<file path="src/rtl/umax_serial_reduce.sv">
// Packet-wise unsigned maximum with first-occurrence index and word count.
// Candidates are compared against the running best one digit per cycle, MSB first.
module umax_serial_reduce #(
  parameter int unsigned WIDTH = 32,
  parameter int unsigned DIGIT = 4,
  parameter int unsigned IDX_W = 8
) (
  input  logic             clk,
  input  logic             rst,
  input  logic             in_valid,
  output logic             in_ready,
  input  logic [WIDTH-1:0] in_data,
  input  logic             in_last,
  output logic             out_valid,
  input  logic             out_ready,
  output logic [WIDTH-1:0] out_max,
  output logic [IDX_W-1:0] out_idx,
  output logic [IDX_W-1:0] out_count
);

  localparam int unsigned ND    = WIDTH / DIGIT;
  localparam int unsigned DIG_W = (ND > 1) ? $clog2(ND) : 1;
  localparam logic [IDX_W-1:0] CNT_MAX = '1;

  typedef enum logic [1:0] {
    S_FIRST,
    S_WAIT,
    S_CMP,
    S_OUT
  } state_t;

  state_t             state_q, state_d;
  logic [WIDTH-1:0]   best_q, best_d;
  logic [IDX_W-1:0]   best_idx_q, best_idx_d;
  logic [IDX_W-1:0]   cnt_q, cnt_d;
  logic [WIDTH-1:0]   cand_q, cand_d;
  logic               last_q, last_d;
  logic [DIG_W-1:0]   dig_q, dig_d;
  logic               out_valid_q, out_valid_d;
  logic [WIDTH-1:0]   out_max_q, out_max_d;
  logic [IDX_W-1:0]   out_idx_q, out_idx_d;
  logic [IDX_W-1:0]   out_count_q, out_count_d;

  logic               in_xfer;
  logic               out_xfer;
  logic [DIG_W-1:0]   sel;
  logic [DIGIT-1:0]   cand_dig;
  logic [DIGIT-1:0]   best_dig;
  logic               win;
  logic               lose;
  logic               resolve;

  // Acceptance depends on state (and reset) only, never on in_valid.
  assign in_ready  = !rst && ((state_q == S_FIRST) || (state_q == S_WAIT));
  assign out_valid = out_valid_q;
  assign out_max   = out_max_q;
  assign out_idx   = out_idx_q;
  assign out_count = out_count_q;

  assign in_xfer  = in_valid && in_ready;
  assign out_xfer = out_valid_q && out_ready;

  // Digit currently under comparison, counted down from the most significant.
  always_comb begin
    sel      = DIG_W'(ND - 1) - dig_q;
    cand_dig = '0;
    best_dig = '0;
    for (int unsigned i = 0; i < ND; i++) begin
      if (sel == DIG_W'(i)) begin
        cand_dig = cand_q[i*DIGIT +: DIGIT];
        best_dig = best_q[i*DIGIT +: DIGIT];
      end
    end
    win     = cand_dig > best_dig;
    lose    = cand_dig < best_dig;
    resolve = win || lose || (dig_q == DIG_W'(ND - 1));
  end

  always_comb begin
    state_d     = state_q;
    best_d      = best_q;
    best_idx_d  = best_idx_q;
    cnt_d       = cnt_q;
    cand_d      = cand_q;
    last_d      = last_q;
    dig_d       = dig_q;
    out_valid_d = out_valid_q;
    out_max_d   = out_max_q;
    out_idx_d   = out_idx_q;
    out_count_d = out_count_q;

    case (state_q)
      S_FIRST: begin
        if (in_xfer) begin
          best_d     = in_data;
          best_idx_d = '0;
          cnt_d      = IDX_W'(1);
          state_d    = in_last ? S_OUT : S_WAIT;
        end
      end
      S_WAIT: begin
        if (in_xfer) begin
          cand_d  = in_data;
          last_d  = in_last;
          dig_d   = '0;
          state_d = S_CMP;
        end
      end
      S_CMP: begin
        if (resolve) begin
          // A full-width tie keeps the earlier word.
          if (win) begin
            best_d     = cand_q;
            best_idx_d = cnt_q;
          end
          if (cnt_q != CNT_MAX) begin
            cnt_d = cnt_q + IDX_W'(1);
          end
          state_d = last_q ? S_OUT : S_WAIT;
        end else begin
          dig_d = dig_q + DIG_W'(1);
        end
      end
      S_OUT: begin
        if (out_xfer) begin
          out_valid_d = 1'b0;
          state_d     = S_FIRST;
        end
      end
      default: state_d = S_FIRST;
    endcase

    // Result fields are captured once on entry and held until accepted.
    if ((state_d == S_OUT) && (state_q != S_OUT)) begin
      out_valid_d = 1'b1;
      out_max_d   = best_d;
      out_idx_d   = best_idx_d;
      out_count_d = cnt_d;
    end
  end

  always_ff @(posedge clk) begin
    if (rst) begin
      state_q     <= S_FIRST;
      best_q      <= '0;
      best_idx_q  <= '0;
      cnt_q       <= '0;
      cand_q      <= '0;
      last_q      <= 1'b0;
      dig_q       <= '0;
      out_valid_q <= 1'b0;
      out_max_q   <= '0;
      out_idx_q   <= '0;
      out_count_q <= '0;
    end else begin
      state_q     <= state_d;
      best_q      <= best_d;
      best_idx_q  <= best_idx_d;
      cnt_q       <= cnt_d;
      cand_q      <= cand_d;
      last_q      <= last_d;
      dig_q       <= dig_d;
      out_valid_q <= out_valid_d;
      out_max_q   <= out_max_d;
      out_idx_q   <= out_idx_d;
      out_count_q <= out_count_d;
    end
  end

endmodule

</file>
<file path="config.mk">
export PLATFORM = sky130hd
export DESIGN_NAME = umax_serial_reduce
export DESIGN_NICKNAME = d
export VERILOG_FILES = /design/src/rtl/umax_serial_reduce.sv
export SDC_FILE = /design/constraint.sdc
export NUM_CORES = 1
export LEC_CHECK = 0
export ABC_AREA = 1
export CAP_MARGIN = 10
export CORE_MARGIN = 2
export CORE_UTILIZATION = 49
export DETAILED_ROUTE_END_ITERATION = 6
export GPL_TIMING_DRIVEN = 0
export HOLD_SLACK_MARGIN = 0.06
export PLACE_DENSITY = 0.84
export SLEW_MARGIN = 0
export SYNTH_ARGS = -nofsm -noshare
export SYNTH_HDL_FRONTEND = slang
export SYNTH_SLANG_ARGS = --single-unit
</file>
<file path="constraint.sdc">
create_clock -name clk -period 3.6 [get_ports clk]
set_input_delay 0.72 -clock clk [delete_from_list [all_inputs] [get_ports clk]]
set_output_delay 0.72 -clock clk [all_outputs]
set_load 0.02 [all_outputs]
</file>
After elaboration in Yosys (flattened, before gate mapping)
Cells that the tools add are included.
{"block": "totals", "inputBits": 37, "wordCells": 89, "register_bits": 135}
{"block": "classes", "eq_ne": 16, "mux": 41, "order_cmp": 2, "n_reduce_logical": 16, "add_sub_neg": 3}
{"operator": "32-bit 2-to-1 mux", "n": 3}
{"operator": "4-bit 2-to-1 mux", "n": 16}
{"operator": "32-bit case mux with 2 select lines", "n": 1}
{"operator": "8-bit 2-to-1 mux", "n": 6}
{"operator": "8-bit case mux with 2 select lines", "n": 2}
{"operator": "3-bit == test, second input constant", "n": 5}
{"operator": "2-bit 2-to-1 mux", "n": 6}
{"operator": "8-bit by 1-bit adder with 8-bit output, second input constant", "n": 1}
{"operator": "8-bit != test, second input constant", "n": 1}
{"operator": "2-bit case mux with 4 select lines", "n": 1}
{"operator": "2-bit == test, second input constant", "n": 3}
{"operator": "3-bit by 2-bit == test with 1-bit output, second input constant", "n": 2}
{"operator": "3-bit 2-to-1 mux", "n": 2}
{"operator": "2-bit != test, second input constant", "n": 3}
{"operator": "3-bit case mux with 2 select lines", "n": 1}
{"operator": "2-bit nonzero test", "n": 3}
{"operator": "4-bit greater-than comparator", "n": 1}
{"operator": "1-bit logical AND", "n": 4}
{"operator": "4-bit < comparator", "n": 1}
{"operator": "2-bit AND reduction", "n": 2}
{"operator": "3-bit by 1-bit adder with 3-bit output, second input constant", "n": 1}
{"operator": "3-bit by 1-bit == test with 1-bit output, second input constant", "n": 1}
{"operator": "3-bit logical NOT", "n": 1}
{"operator": "1-bit logical OR", "n": 3}
{"operator": "6 further kinds", "n": 8}

Longest topological paths before layout
{"block": "depth", "word_depth": 19, "depth_mapped": 27}

Worst setup path after synthesis
Ideal clock, no wire load.
{"block": "synth_timing", "path_kind": "reg-to-reg", "from": "reg dig_q[0]", "to": "reg out_count_q[2], in the netlist out_count[2]", "setup_time_ps": 113, "arrival_time_ps": 3025, "path_slack_ps": 463, "path_buffers": 3, "required_time_ps": 3487, "path_stages_with_launch": 25, "period_less_slack_ps": 3137, "path_cell_list": "dfxtp_1 > inv_1 > ha_1 > nand2_1 > clkbuf_1 > o21ai_0 > nand3_1 > nand2_1 > o211ai_1 > nand3_1 > nand2_1 > a21oi_1 > ha_1 > nand2_1 > inv_1 > nand2_1 > nand2_1 > nand2_2 > nand2_1 > nand3_1 > nand3_2 > buf_6 > buf_6 > nor2_1 > nor2_1"}
{"block": "synth_between", "elab_chain_cells": 17, "elab_cells_between_ends": 36, "cone_classes": "add/sub (1); order compare (2); eq/ne (9); mux (20); reduce/logical (4)"}
{"item": "start: declaration", "line": "38", "text": "logic [DIG_W-1:0] dig_q, dig_d;"}
{"item": "start signal: assignment", "line": "162", "text": "dig_q <= dig_d;"}
{"item": "3-bit subtractor", "line": "65", "text": "sel = DIG_W'(ND - 1) - dig_q;"}
{"item": "3-bit logical NOT", "line": "69", "text": "if (sel == DIG_W'(i)) begin"}
{"item": "4-bit 2-to-1 mux (8 in a row)", "line": "69"}
{"item": "4-bit greater-than comparator or 4-bit < comparator (tied branches)", "line": "74, 75"}
{"item": "1-bit logical OR", "line": "76", "text": "resolve = win || lose || (dig_q == DIG_W'(ND - 1));"}
{"item": "1-bit logical OR (*)", "line": "76"}
{"item": "2-bit 2-to-1 mux", "line": "110", "text": "if (resolve) begin"}
{"item": "2-bit case mux with 4 select lines", "line": "92", "text": "case (state_q)"}
{"item": "2-bit == test", "line": "134", "text": "if ((state_d == S_OUT) && (state_q != S_OUT)) begin"}
{"item": "1-bit logical AND", "line": "134"}
{"item": "end signal: assignment", "line": "166", "text": "out_count_q <= out_count_d;"}
{"item": "end: declaration", "line": "42", "text": "logic [IDX_W-1:0] out_count_q, out_count_d;"}
Every way passes the cells marked *; elsewhere a longest branch is shown, timed or not.
A chain may end at the register's enable or synchronous reset.

Worst setup path in the final report
{"block": "layout_timing", "from": "reg dig_q[0]", "to": "reg out_max_q[18], in the netlist out_max[18]"}
{"block": "layout_between", "elab_chain_cells": 17, "elab_cells_between_ends": 37, "cone_classes": "add/sub (1); order compare (2); eq/ne (9); mux (21); reduce/logical (4)"}
{"item": "3-bit subtractor", "line": "65"}
{"item": "3-bit logical NOT", "line": "69"}
{"item": "4-bit 2-to-1 mux (8 in a row)", "line": "69"}
{"item": "4-bit greater-than comparator or 4-bit < comparator (tied branches)", "line": "74, 75"}
{"item": "1-bit logical OR (2 in a row)", "line": "76"}
{"item": "2-bit 2-to-1 mux", "line": "110"}
{"item": "2-bit case mux with 4 select lines", "line": "92"}
{"item": "2-bit == test", "line": "134"}
{"item": "1-bit logical AND", "line": "134"}
{"item": "end signal: assignment", "line": "164", "text": "out_max_q <= out_max_d;"}
{"item": "end: declaration", "line": "40", "text": "logic [WIDTH-1:0] out_max_q, out_max_d;"}
Several ways; a longest one is shown, not always the timed one.

==> impl_metrics.csv <==
group,metric,value,unit
clock_tree,clock_latency,0.43,ns
floorplan,rows,42,
clock_tree,cts_tree,"done",
synthesis,synthMuxAreaShare,0,%
worst_setup_path,required,3.92,ns
worst_setup_path,crit_arrival,3.78,ns
clock_tree,htreeDepth,4,
floorplan,fp.dieH,120.5,um
global_route,grtUsageTotal,26.33,%
final_layout,final_nets,1198,
sta,fin_crit,3.456,ns
drt,first_pass_iters,5,
floorplan,coreArea,13240,sq um
synthesis,synthCells,1035,
sta,hold_viol,0,
drt,ant_nets,0,
sta,fmax,289.4,MHz
placed_design,gp_congestion,0.9171,
sta,tns,0,ns
sta,worst_pin_slew,0.6104,ns
global_route,antenna_found_initial,0,
outcome,status,"completed",
final_layout,regArea,2706,sq um
final_layout,syn_to_final_growth,27.99,%
synthesis,synth_area,6651,sq um
clock_tree,clockBufferDepth,2,
global_route,grt-ovfl-total,0,
power,power,4.495,mW
final_layout,multi_input_area,3132,sq um
synthesis,synthAdderAreaFrac,2.069,%
synthesis,synth_xor_area_share,0.2634,%
sta,setup_violations,0,
drt,vias_per_cell,5.114,
placed_design,hpwl,13.07,mm
drt,routedWlPerCell,14.18,um
floorplan,ios,87,
floorplan,dieArea,14520,sq um
worst_setup_path,worstSetupStartpointType,"register",
power,peakVddDrop,0.0004085,V
global_route,grt_pass1_wl,30.36,mm
synthesis,synth-seq-cells,135,
synthesis,ys_warn_count,0,
final_layout,fillers,1180,
drt,drtIter0Drc,644,
worst_hold_path,hp-class,"reg2reg",
sta,hold_ws,0.4690,ns
synthesis,synth_top_family_by_area,"simple AND/OR/NAND/NOR gates",
synthesis,synth.distinct_cells,29,
drt,drc,0,
final_layout,diodes,0,
power,leakage,3.915,nW
sta,slew_headroom,59.31,%
worst_setup_path,critical_path_class,"reg2reg",
synthesis,synthesis.nets,1083,
sta,clock_skew,0.009184,ns
synthesis,synthSimpleGateAreaFrac,29.14,%
drt,totalWireLength,18.99,mm
placed_design,portBuffers,86,
synthesis,synth_compound_gate_area_share,14.69,%
sta,finalCritPeriodShare,95.99,%
power,power_density,528.0,nW/um^2
floorplan,start_util,50.23,%
flow_run,maxCapViolCount,0,
sta,drv_slew,0,
clock_tree,clkTransAtPathRegs,0.06,ns
clock_tree,postCtsHoldBufs,0,
worst_setup_path,path_max_fanout,10,
worst_setup_path,endpoint_kind,"register",
synthesis,avgSynthCellArea,6.426,sq um
floorplan,die_w,120.5,um
global_route,grt_start_max_net_pins,17,
clock_tree,cts_sinks,135,
clock_tree,cts_buffers,17,
synthesis,yosysSeqAreaShare,40.63,%
final_layout,layout-drive-gt1-share,8.856,%
global_route,grt_pass1_vias,6404,
drt,via_count,6848,
clock_tree,cts-root-buf,"clkbuf_16",
-- cell usage in the layout (no fill, tap or decap), types with 7 or more instances in the layout --
cell type and count:
a21oi_1 73, buf_4 13, buf_6 9, clkbuf_1 28
clkbuf_16 17, clkdlybuf4s50_1 86, clkinv_1 7, dfxtp_1 132
ha_1 9, inv_1 154, inv_2 10, nand2_1 281
nand2_2 7, nand3_1 54, nor2_1 119, o211ai_1 14
o21ai_0 83, o21ai_1 7
-- critical path, stage by stage, from the launching register on --
cell and delay [ns]:
dfxtp_2 0.35, ha_1 0.22, ha_1 0.19, buf_4 0.18, nand2_1 0.06, nand2_1 0.05
o211ai_1 0.13, nand3_1 0.16, o211ai_1 0.12, nand3_1 0.09, nand2_1 0.08, nand2_1 0.06
nand2_1 0.06, ha_1 0.23, nand2_2 0.10, inv_1 0.05, nand2_1 0.07, nand2_2 0.13
nand2_4 0.14, nand2_2 0.08, nand3_2 0.12, nand3_4 0.13, buf_12 0.19, buf_6 0.15
nor2_1 0.15, nor2_1 0.06
-- cell families (layout without fill, tap and decap cells) --
kind of cell    after synthesis  in the layout
compound gates              185            185
xor+xnor                      2              2
fa+ha+maj                    11             11
buf+inv                     221            349
flops                       135            135
simple gates                481            481
-- Yosys cell counts --
library cell    n  share of area (%)
nand2_1       288                 16
inv_1         155                8.7
dfxtp_1       135                 41
nor2_1        122                6.9
o21ai_0        90                6.8
a21oi_1        73                5.5
nand3_1        56                4.2
clkbuf_1       33                1.9
o211ai_1       14                1.6
ha_1           11                2.1
buf_2           9               0.68
inv_2           9               0.51
clkinv_1        8               0.45
or2_2           6               0.56
buf_6           5               0.85
a211oi_1        4               0.45
buf_1           2               0.11
nand4_1         2               0.19
o22ai_1         2               0.19
xor2_1          2               0.26
a22oi_1         1               0.11
a31oi_1         1              0.094
and2_1          1              0.094
nand2_2         1              0.094
nand3_2         1               0.15
nand4_2         1               0.19
nor2_2          1              0.094
nor2_4          1               0.17
nor3_4          1               0.24
-- what timing repair did --
action / CTS / global route
setup buffers: 2 / 10
gates resized for setup: 22 / 41
setup endpoints to repair: 82 / 89
pin swaps: 3 / 5
-- sequential cells by signal (all words and copies together) (netlist names) --
name / count
out_max: 32
out_valid: 1
best_q: 32
cand_q: 32
best_idx_q: 8
last_q: 1
out_count: 8
cnt_q: 8
state_q: 2
out_idx: 8
dig_q: 3
-- routing by layer --
layer,GRT usage (%),wire length (um),part of all wire (%),vias to the layer above
li1,-,-,-,3430
met1,33.55,7983,42,3059
met2,42.16,8845,47,301
met3,6.745,1581,8.3,58
met4,11.41,582,3.1,0
met5,0,0,0,-
-- where the power goes --
part           switching, mW  leakage [nW]  internal [mW]  total (mW)
Clock                  0.682         0.268           1.01        1.69
Sequential            0.0739          1.10           1.62        1.69
Combinational          0.650          2.55          0.461        1.11
Total                   1.41          3.91           3.09        4.50
-- layout make-up --
type | count | area share (%)
Tap cell | 176 | 2.587
Multi-Input combinational cell | 679 | 36.79
Buffer | 47 | 3.424
Clock buffer | 19 | 5.085
Sequential cell | 135 | 31.79
Timing Repair Buffer | 98 | 11.17
Clock inverter | 13 | 1.558
Inverter | 172 | 7.598
-- worst paths after layout --
| path | start | cells past startpoint | end | slack, ns |
|---|---|---|---|---|
| setup / recovery | dig_q[0] | 25 | out_max[18] | 0.14 |
| hold / removal | cand_q[13] | 2 | cand_q[13] | 0.47 |
| setup reg to reg | dig_q[0] | 25 | out_max[18] | 0.14 |
| hold reg to reg | cand_q[13] | 2 | cand_q[13] | 0.47 |
-- metrics by stage --
stage / instances / instance area [sq um] / util (%) / setup slack (ns)
after global placement: 1297 / 7732 / 58.39 / -0.3720
after floorplan: 1035 / 6651 / - / 0.4627
final: 1339 / 8513 / 64.29 / 0.1445
after CTS: 1331 / 8373 / 63.23 / 0.001862
after global routing: 1339 / 8513 / 64.29 / -0.03267
after detailed placement: 1297 / 7732 / 58.39 / -0.4604
(Power assumes the default switching activity.)
